<file path="src/rtl/synth_pkg.sv">
// Shared constants and types for the voice phase scheduler.
// No ports. Holds voice count, phase/index widths, the scheduler state
// enum and the phase/voice-index typedefs used by the scheduler and
// its accumulator bank.
package synth_pkg;

    localparam int unsigned NUM_VOICES = 31;
    localparam int unsigned PHASE_W    = 32;
    localparam int unsigned IDX_W      = 5;

    typedef logic [PHASE_W-1:0] phase_t;
    typedef logic [IDX_W-1:0]   voice_idx_t;

    typedef enum logic [2:0] {
        ST_IDLE   = 3'd0,
        ST_FETCH  = 3'd1,
        ST_UPDATE = 3'd2,
        ST_EMIT   = 3'd3,
        ST_DONE   = 3'd4
    } sched_state_e;

    localparam voice_idx_t LAST_VOICE = voice_idx_t'(NUM_VOICES - 1);

endpackage : synth_pkg

</file>
<file path="src/rtl/phase_acc_bank.sv">
// Per-voice phase accumulator storage: NUM_VOICES x PHASE_W registers,
// one combinational read port and one synchronous write port.
// Ports:
//   clk        - system clock
//   rst_n      - asynchronous active-low clear of every accumulator
//   rd_idx_i   - read voice index
//   rd_data_c  - accumulator of rd_idx_i (combinational)
//   wr_en_i    - write strobe
//   wr_idx_i   - write voice index
//   wr_data_i  - value written to wr_idx_i
module phase_acc_bank
    import synth_pkg::*;
(
    input  logic       clk,
    input  logic       rst_n,
    input  voice_idx_t rd_idx_i,
    output phase_t     rd_data_c,
    input  logic       wr_en_i,
    input  voice_idx_t wr_idx_i,
    input  phase_t     wr_data_i
);

    phase_t acc_q [NUM_VOICES];

    // Read port
    assign rd_data_c = acc_q[rd_idx_i];

    // Write port with asynchronous clear
    always_ff @(posedge clk or negedge rst_n) begin
        if (!rst_n) begin
            for (int i = 0; i < int'(NUM_VOICES); i++) begin
                acc_q[i] <= '0;
            end
        end else if (wr_en_i) begin
            acc_q[wr_idx_i] <= wr_data_i;
        end
    end

endmodule : phase_acc_bank

</file>
<file path="src/rtl/voice_phase_scheduler.sv">
// Time-multiplexed phase accumulator sequencer. On each sample_tick it
// walks all voice slots: selects the voice's increment from the external
// phase_incr mux, updates the shared accumulator bank and streams
// (voice, phase) downstream over valid/ready.
// Optional build macro: VOICE_SKIP_EN - disabled voices are cleared but
// not emitted.
// Ports:
//   clk_clk        - system clock
//   reset_reset_n  - asynchronous active-low reset
//   sample_tick    - frame start pulse
//   voice_en       - key-down mask, latched at frame start
//   incr_sel       - registered select for the external increment mux
//   incr_data      - selected increment (combinational from the mux)
//   out_valid      - phase sample valid
//   out_ready      - downstream accept
//   out_voice      - voice index of the current sample
//   out_phase      - updated phase of that voice
//   busy           - frame in progress
//   frame_done     - one-cycle pulse after the last voice of a frame
//   overrun        - one-cycle pulse for a tick dropped while busy
module voice_phase_scheduler
    import synth_pkg::*;
(
    input  logic                  clk_clk,
    input  logic                  reset_reset_n,
    input  logic                  sample_tick,
    input  logic [NUM_VOICES-1:0] voice_en,
    output logic [IDX_W-1:0]      incr_sel,
    input  logic [PHASE_W-1:0]    incr_data,
    output logic                  out_valid,
    input  logic                  out_ready,
    output logic [IDX_W-1:0]      out_voice,
    output logic [PHASE_W-1:0]    out_phase,
    output logic                  busy,
    output logic                  frame_done,
    output logic                  overrun
);

    sched_state_e          state_q;
    voice_idx_t            idx_q;
    logic [NUM_VOICES-1:0] en_q;

    phase_t rd_phase_c;
    phase_t new_phase_c;
    logic   wr_en_c;
    logic   last_c;

    // Released voices restart at zero; enabled voices wrap modulo 2**PHASE_W
    always_comb begin
        new_phase_c = '0;
        if (en_q[idx_q]) begin
            new_phase_c = rd_phase_c + incr_data;
        end
    end

    assign wr_en_c = (state_q == ST_UPDATE);
    assign last_c  = (idx_q == LAST_VOICE);

    phase_acc_bank u_bank (
        .clk       (clk_clk),
        .rst_n     (reset_reset_n),
        .rd_idx_i  (idx_q),
        .rd_data_c (rd_phase_c),
        .wr_en_i   (wr_en_c),
        .wr_idx_i  (idx_q),
        .wr_data_i (new_phase_c)
    );

    // Scheduler FSM with registered outputs
    always_ff @(posedge clk_clk or negedge reset_reset_n) begin
        if (!reset_reset_n) begin
            state_q    <= ST_IDLE;
            idx_q      <= '0;
            en_q       <= '0;
            incr_sel   <= '0;
            out_valid  <= 1'b0;
            out_voice  <= '0;
            out_phase  <= '0;
            busy       <= 1'b0;
            frame_done <= 1'b0;
            overrun    <= 1'b0;
        end else begin
            frame_done <= 1'b0;
            // Any tick outside IDLE (DONE included) is dropped and flagged
            overrun    <= sample_tick && (state_q != ST_IDLE);

            case (state_q)
                ST_IDLE: begin
                    if (sample_tick) begin
                        en_q     <= voice_en;
                        idx_q    <= '0;
                        incr_sel <= '0;
                        busy     <= 1'b1;
                        state_q  <= ST_FETCH;
                    end
                end

                // incr_sel was registered last cycle; give the mux a cycle
                ST_FETCH: begin
                    state_q <= ST_UPDATE;
                end

                ST_UPDATE: begin
`ifdef VOICE_SKIP_EN
                    if (!en_q[idx_q]) begin
                        if (last_c) begin
                            frame_done <= 1'b1;
                            state_q    <= ST_DONE;
                        end else begin
                            idx_q    <= voice_idx_t'(idx_q + 1'b1);
                            incr_sel <= voice_idx_t'(idx_q + 1'b1);
                            state_q  <= ST_FETCH;
                        end
                    end else begin
                        out_voice <= idx_q;
                        out_phase <= new_phase_c;
                        out_valid <= 1'b1;
                        state_q   <= ST_EMIT;
                    end
`else
                    out_voice <= idx_q;
                    out_phase <= new_phase_c;
                    out_valid <= 1'b1;
                    state_q   <= ST_EMIT;
`endif
                end

                // Hold voice/phase until the downstream accepts
                ST_EMIT: begin
                    if (out_ready) begin
                        out_valid <= 1'b0;
                        if (last_c) begin
                            frame_done <= 1'b1;
                            state_q    <= ST_DONE;
                        end else begin
                            idx_q    <= voice_idx_t'(idx_q + 1'b1);
                            incr_sel <= voice_idx_t'(idx_q + 1'b1);
                            state_q  <= ST_FETCH;
                        end
                    end
                end

                ST_DONE: begin
                    busy    <= 1'b0;
                    state_q <= ST_IDLE;
                end

                default: begin
                    state_q <= ST_IDLE;
                end
            endcase
        end
    end

endmodule : voice_phase_scheduler

</file>
<file path="config.mk">
export PLATFORM = sky130hd
export DESIGN_NAME = voice_phase_scheduler
export DESIGN_NICKNAME = d
export VERILOG_FILES = /design/src/rtl/synth_pkg.sv /design/src/rtl/phase_acc_bank.sv /design/src/rtl/voice_phase_scheduler.sv
export SDC_FILE = /design/constraint.sdc
export NUM_CORES = 2
export LEC_CHECK = 0
export BUFFER_PORTS_ARGS = -buffer_cell sky130_fd_sc_hd__buf_2
export CORE_UTILIZATION = 30
export DETAILED_ROUTE_END_ITERATION = 10
export SYNTH_ARGS = -nofsm -noshare
export SYNTH_HDL_FRONTEND = slang
export SYNTH_SLANG_ARGS = --single-unit
</file>
<file path="constraint.sdc">
create_clock -name clk_clk -period 5.15 [get_ports clk_clk]
set_input_delay 0.2575 -clock clk_clk [delete_from_list [all_inputs] [get_ports clk_clk]]
set_output_delay 0.2575 -clock clk_clk [all_outputs]
set_load 0.01 [all_outputs]
</file>
After elaboration in Yosys (flattened, before gate mapping)
Index checks and enable logic that the tools add are counted.
{"block": "op_classes", "magnitude_cmp": 3, "add_sub_neg": 2, "n_reduce_logical": 12, "bitwise": 1, "mux": 24, "n_eq_ne": 8}
{"operator": "992-bit bitwise mux", "n": 1}
{"operator": "32-bit binary-select mux with 5-bit select", "n": 1}
{"operator": "32-bit demux with 5-bit select", "n": 1}
{"operator": "32-bit 2-to-1 mux", "n": 4}
{"operator": "32-bit adder", "n": 1}
{"operator": "5-bit 2-to-1 mux", "n": 3}
{"operator": "3-bit case mux with 4 select lines", "n": 1}
{"operator": "5-bit case mux with 2 select lines", "n": 1}
{"operator": "3-bit 2-to-1 mux", "n": 3}
{"operator": "2-bit AND reduction", "n": 4}
{"operator": "3-bit by 2-bit == test with 1-bit output, second input constant", "n": 2}
{"operator": "6-bit >= comparator, second input constant", "n": 1}
{"operator": "5-bit by 6-bit less-than comparator with 1-bit output, second input constant", "n": 1}
{"operator": "6-bit by 1-bit less-than comparator with 1-bit output, second input constant", "n": 1}
{"operator": "1-bit 2-to-1 mux", "n": 6}
{"operator": "2-bit inequality test, second input constant", "n": 3}
{"operator": "5-bit inverter with 6-bit output", "n": 1}
{"operator": "2-bit nonzero test", "n": 3}
{"operator": "5-bit by 1-bit adder with 5-bit output, second input constant", "n": 1}
{"operator": "1-bit binary-select mux with 5-bit select", "n": 1}
{"operator": "5-bit == test, second input constant", "n": 1}
{"operator": "1-bit case mux with 2 select lines", "n": 2}
{"operator": "4-bit AND reduction", "n": 1}
{"operator": "3-bit by 1-bit == test with 1-bit output, second input constant", "n": 1}
{"operator": "other kinds (4)", "n": 5}
{"block": "totals", "reg_bits": 1072, "output_inout_bits": 46, "input_bits": 67, "wordCells": 90}

Logic depth before layout (Yosys ltp)
{"block": "logic_depth", "word_depth": 7, "depth_mapped": 20, "depth_no_buf": 16}

Cells and area by module
Synthesis repeated with hierarchy kept, for this count alone.
{"block": "hier_totals", "cells_unflattened": 3717, "area_unflattened_um2": 50792.5}
{"mod": "phase_acc_bank", "cells_per_inst": 3192, "instances": 1, "area_per_inst_um2": 45695.1, "seq_area_each_um2": 24823.8}
{"mod": "voice_phase_scheduler", "cells_per_inst": 525, "instances": 1, "area_per_inst_um2": 5097.4, "seq_area_each_um2": 2001.9}

Worst setup path before layout
OpenSTA, ideal clock, no wires.
{"block": "synth_path", "path_type": "register to register", "from": "register idx_q[0]", "to": "register u_bank.acc_q[144] (netlist bit)", "slack_ps": 351, "path_stages_with_launch": 21, "required_ps": 5067, "t_arrival_ps": 4716, "n_path_buf": 6, "synth_period_minus_slack_ps": 4799, "setup_ps": 83, "cell_sequence": "dfrtp_1 -> buf_6 -> buf_6 -> buf_2 -> buf_1 -> buf_2 -> mux4_2 -> a22oi_1 -> nand4_1 -> ha_1 -> inv_1 -> fa_1 -> nor2b_1 -> o31a_1 -> o2111ai_1 -> a21oi_1 -> o21a_1 -> o21ai_0 -> or3b_2 -> clkbuf_1 -> o21ai_0"}
{"block": "synth_between", "elab_chain_cells": 7, "word_cells_on_any_way": 14, "classes_between": "add/sub (1); order compare (2); mux (9); bitwise (1); reduce/logical (1)"}
{"item": "start, declared", "line": "voice_phase_scheduler.sv:40", "source": "voice_idx_t idx_q;"}
{"item": "start signal, assigned", "line": "voice_phase_scheduler.sv:136", "source": "idx_q <= voice_idx_t'(idx_q + 1'b1);"}
{"item": "5-bit inverter with 6-bit output (implied by the code)", "line": "phase_acc_bank.sv:26, phase_acc_bank.sv:35"}
{"item": "32-bit binary-select mux with 5-bit select", "line": "phase_acc_bank.sv:26", "source": "assign rd_data_c = acc_q[rd_idx_i];"}
{"item": "32-bit 2-to-1 mux (implied by the code) (2 in a row)", "line": "phase_acc_bank.sv:26"}
{"item": "32-bit adder", "line": "voice_phase_scheduler.sv:52", "source": "new_phase_c = rd_phase_c + incr_data;"}
{"item": "32-bit 2-to-1 mux", "line": "voice_phase_scheduler.sv:51", "source": "if (en_q[idx_q]) begin"}
{"item": "992-bit bitwise mux *", "line": "phase_acc_bank.sv:35", "source": "acc_q[wr_idx_i] <= wr_data_i;"}
{"item": "end signal, assigned by index", "line": "phase_acc_bank.sv:35"}
{"item": "end, declared", "line": "phase_acc_bank.sv:23", "source": "phase_t acc_q [NUM_VOICES];"}
Every way passes the cells marked *; elsewhere a longest branch is shown, timed or not. The select of a mux whose other input is x is not followed.
A chain may end at the register's enable or synchronous reset.

Final worst setup path
{"block": "layout_path", "from": "register idx_q[0]", "to": "register u_bank.acc_q[504] (netlist bit)"}
The elaborated chain is that of the path after synthesis.

==> metrics.txt <==
status=completed; drt initial violations=2,913; first-pass GRT wire length=226 mm; area of the core=0.157 mm2; GR Overflow Total=0; commonest non-fill, non-tap cell in the layout=nand2_1; Num Clock Sinks=1,072; Rows=145; CP peak stage delay=0.55 ns; 1st-pass router iterations=5; area grow syn2layout=16.1%; CP cell instances=buf_4 > buf_12 > mux4_2 > a22oi_1 > nand4_1 > ha_1 > o211ai_1 > a21boi_0 > o2111ai_1 > a211oi_1 > o221ai_1 > xnor2_1 > nand2_1 > buf_12 > o21ai_0; Tot GR Track Use=0.185; Max VDD drop=0.703 mV; Yosys warning count=0; EDFF count, synth=0; die area=0.160 mm2; Worst-Margin Slew=1.06 ns; main flop type after synthesis=dfrtp_1; post-route ant nets=0; worst rel slew slack=0.296; critical path capture point type=flop; Final Critical Period=4.92 ns; gpl congestion=0.881; async set-reset flop share out of synthesis=1.00; sequential area share after synthesis=0.563; Remaining DRCs=0; Post-Syn Area=0.0476 mm2; worst-path fanout max=32; IO Port Bufs=112; Worst setup SP type=flop; Die Span Y=400 um; Final period util=0.955; max_cap viols=0; commonest cells after routing, fill and taps aside=nand2_1 (1,113), dfrtp_1 (1,070), o21ai_0 (869); Netlist cell types=60; Leak Pwr=24.2 nW; hpwl dp=90.9 mm; drt wl/cell=22.4 um; pre-CTS setup slack=-0.0998 ns; H-tree Lvls=3; final setup violation count=0; initial antenna violation count=2; Net Count, Synth=4,576; clk_lat worst skew=0.70 ns; Largest delay share family, worst path=compound AO/OA/AOI/OAI gates; Detailed Route WL=148 mm; RSZ-0062 raised after global routing=no; share of cells above drive strength 1=0.173; Worst Path Buf+Inv=3; Power, Total=36.2 mW; Worst EP required=5.74 ns; largest net degree at the start of global routing=157; Inserted Clock Buffers=113; TNS Setup=0 ns; power per cell area=654 mW/mm2; clock tree buffer depth=3; Post-Syn Instances=4,473; DR vias/cell=5.22; Seq cells post-synth=1,072; worst setup path class=reg2reg; FMAX=203 MHz; CTS tree=yes; Worst path most repeated cell=buf_12; final hold slack=0.123 ns; FILL cells=15,357; vias in the first global route=34,616; Root Driver=clkbuf_16; slowest cell on the critical path=mux4_2; Via Count=34,617; Clock transition at path regs=0.07 ns; max-slew violations=0; Chip Width=400 um; Initial Util=0.303; crit path DAT=5.51 ns; IO Pins=113; Fin. Hold Viols=0; nets=4,583; Max Clock Skew=0.0314 ns; worst min-delay path class=in2reg; setup ws final=0.230 ns; Avg Synthesized Cell Area=10.6 um2
repair_timing:
| item | in CTS | in global routing |
|---|---|---|
| gates resized for setup | 2 | 4 |
| setup buffers | 0 | 8 |
| hold buffers | 34 | 0 |
| gates cloned | 0 | 1 |
| endpoints found under the setup margin | 63 | 66 |
| hold endpoints to repair | 115 | 0 |
area by class of cell:
type                    instances  area (um2)  area share
well taps                    2058        2570      0.0466
flip-flops and latches       1072       26800       0.485
clock inverters                35         393     0.00711
diodes                          2        5.00   0.0000905
clock buffers                 170        3460      0.0625
multi-input cells            2974       19200       0.348
repair buffers                310        2770      0.0501
inverters                       9        33.8    0.000611
sequential cells by signal, summed over array words and instances (netlist names):
register and flops:
frame_done 1, idx_q 5, out_voice 5, en_q 31, overrun 1, u_bank.acc_q 992
state_q 3, busy 1, out_valid 1, out_phase 32
cell families after synthesis:
group | after synthesis | synth area share
adder cells (fa/ha/maj) | 36 | 0.00962
AO/OA/AOI/OAI | 1303 | 0.149
buffers and inverters | 427 | 0.0391
flip-flops | 1072 | 0.563
XOR/XNOR | 26 | 0.00478
AND/OR/NAND/NOR | 1312 | 0.111
multiplexers | 297 | 0.124
path summary, 6_finish.rpt:
path / startpoint / to / slack [ns] / cells past startpoint
max: idx_q[0] / u_bank.acc_q[504] / 0.23 / 15
min: incr_data[31] / u_bank.acc_q[31] / 0.12 / 4
max reg2reg: idx_q[0] / u_bank.acc_q[504] / 0.23 / 15
min reg2reg: out_phase[10] / out_phase[10] / 0.47 / 2
max in group asynchronous: reset_reset_n / u_bank.acc_q[339] / 3.53 / 3
min in group asynchronous: reset_reset_n / u_bank.acc_q[522] / 0.26 / 2
power breakdown:
part | internal [mW] | switching [mW]
registers | 10.1 | 0.929
clock network | 5.00 | 3.42
logic | 5.54 | 11.2
total | 20.6 | 15.5
Yosys cell counts (13+ instances only):
library cell | n | area share
nand2_1 | 1138 | 0.090
o31ai_1 | 33 | 0.0052
a21oi_1 | 40 | 0.0042
clkbuf_1 | 297 | 0.023
nand2b_1 | 13 | 0.0017
nand3_1 | 41 | 0.0043
buf_2 | 43 | 0.0045
clkbuf_2 | 40 | 0.0042
nand4_1 | 37 | 0.0049
o21ai_1 | 180 | 0.019
mux2i_1 | 33 | 0.0069
ha_1 | 35 | 0.0092
xnor2_1 | 20 | 0.0037
dfrtp_1 | 1072 | 0.56
o21ai_0 | 870 | 0.091
mux4_2 | 229 | 0.11
nor2_1 | 30 | 0.0024
buf_4 | 28 | 0.0044
a22oi_1 | 126 | 0.020
mux2_2 | 35 | 0.0083
worst register-to-register path: stages (launching register included):
cell,delay [ns]
dfrtp_4,0.51
buf_4,0.19
buf_12,0.21
mux4_2,0.58
a22oi_1,0.30
nand4_1,0.15
ha_1,0.47
o211ai_1,0.24
a21boi_0,0.46
o2111ai_1,0.32
a211oi_1,0.43
o221ai_1,0.22
xnor2_1,0.17
nand2_1,0.11
buf_12,0.24
o21ai_0,0.21
stage by stage:
stage / instances / util / area (um2)
after global routing: 6629 / 0.352 / 55300
final: 6630 / 0.352 / 55300
after floorplan: 4473 / - / 47600
after CTS: 6619 / 0.352 / 55200
after detailed placement: 6380 / 0.325 / 51000
after global placement: 6380 / 0.325 / 51000
per-layer routing:
metal,vias up,GRT usage,wire length (um)
li1,15720,-,-
met1,17580,0.245,63400
met2,1047,0.306,71400
met3,270,0.0255,8090
met4,0,0.0711,5550
met5,-,0,0
Note: power is estimated with default switching activity, not from simulation.
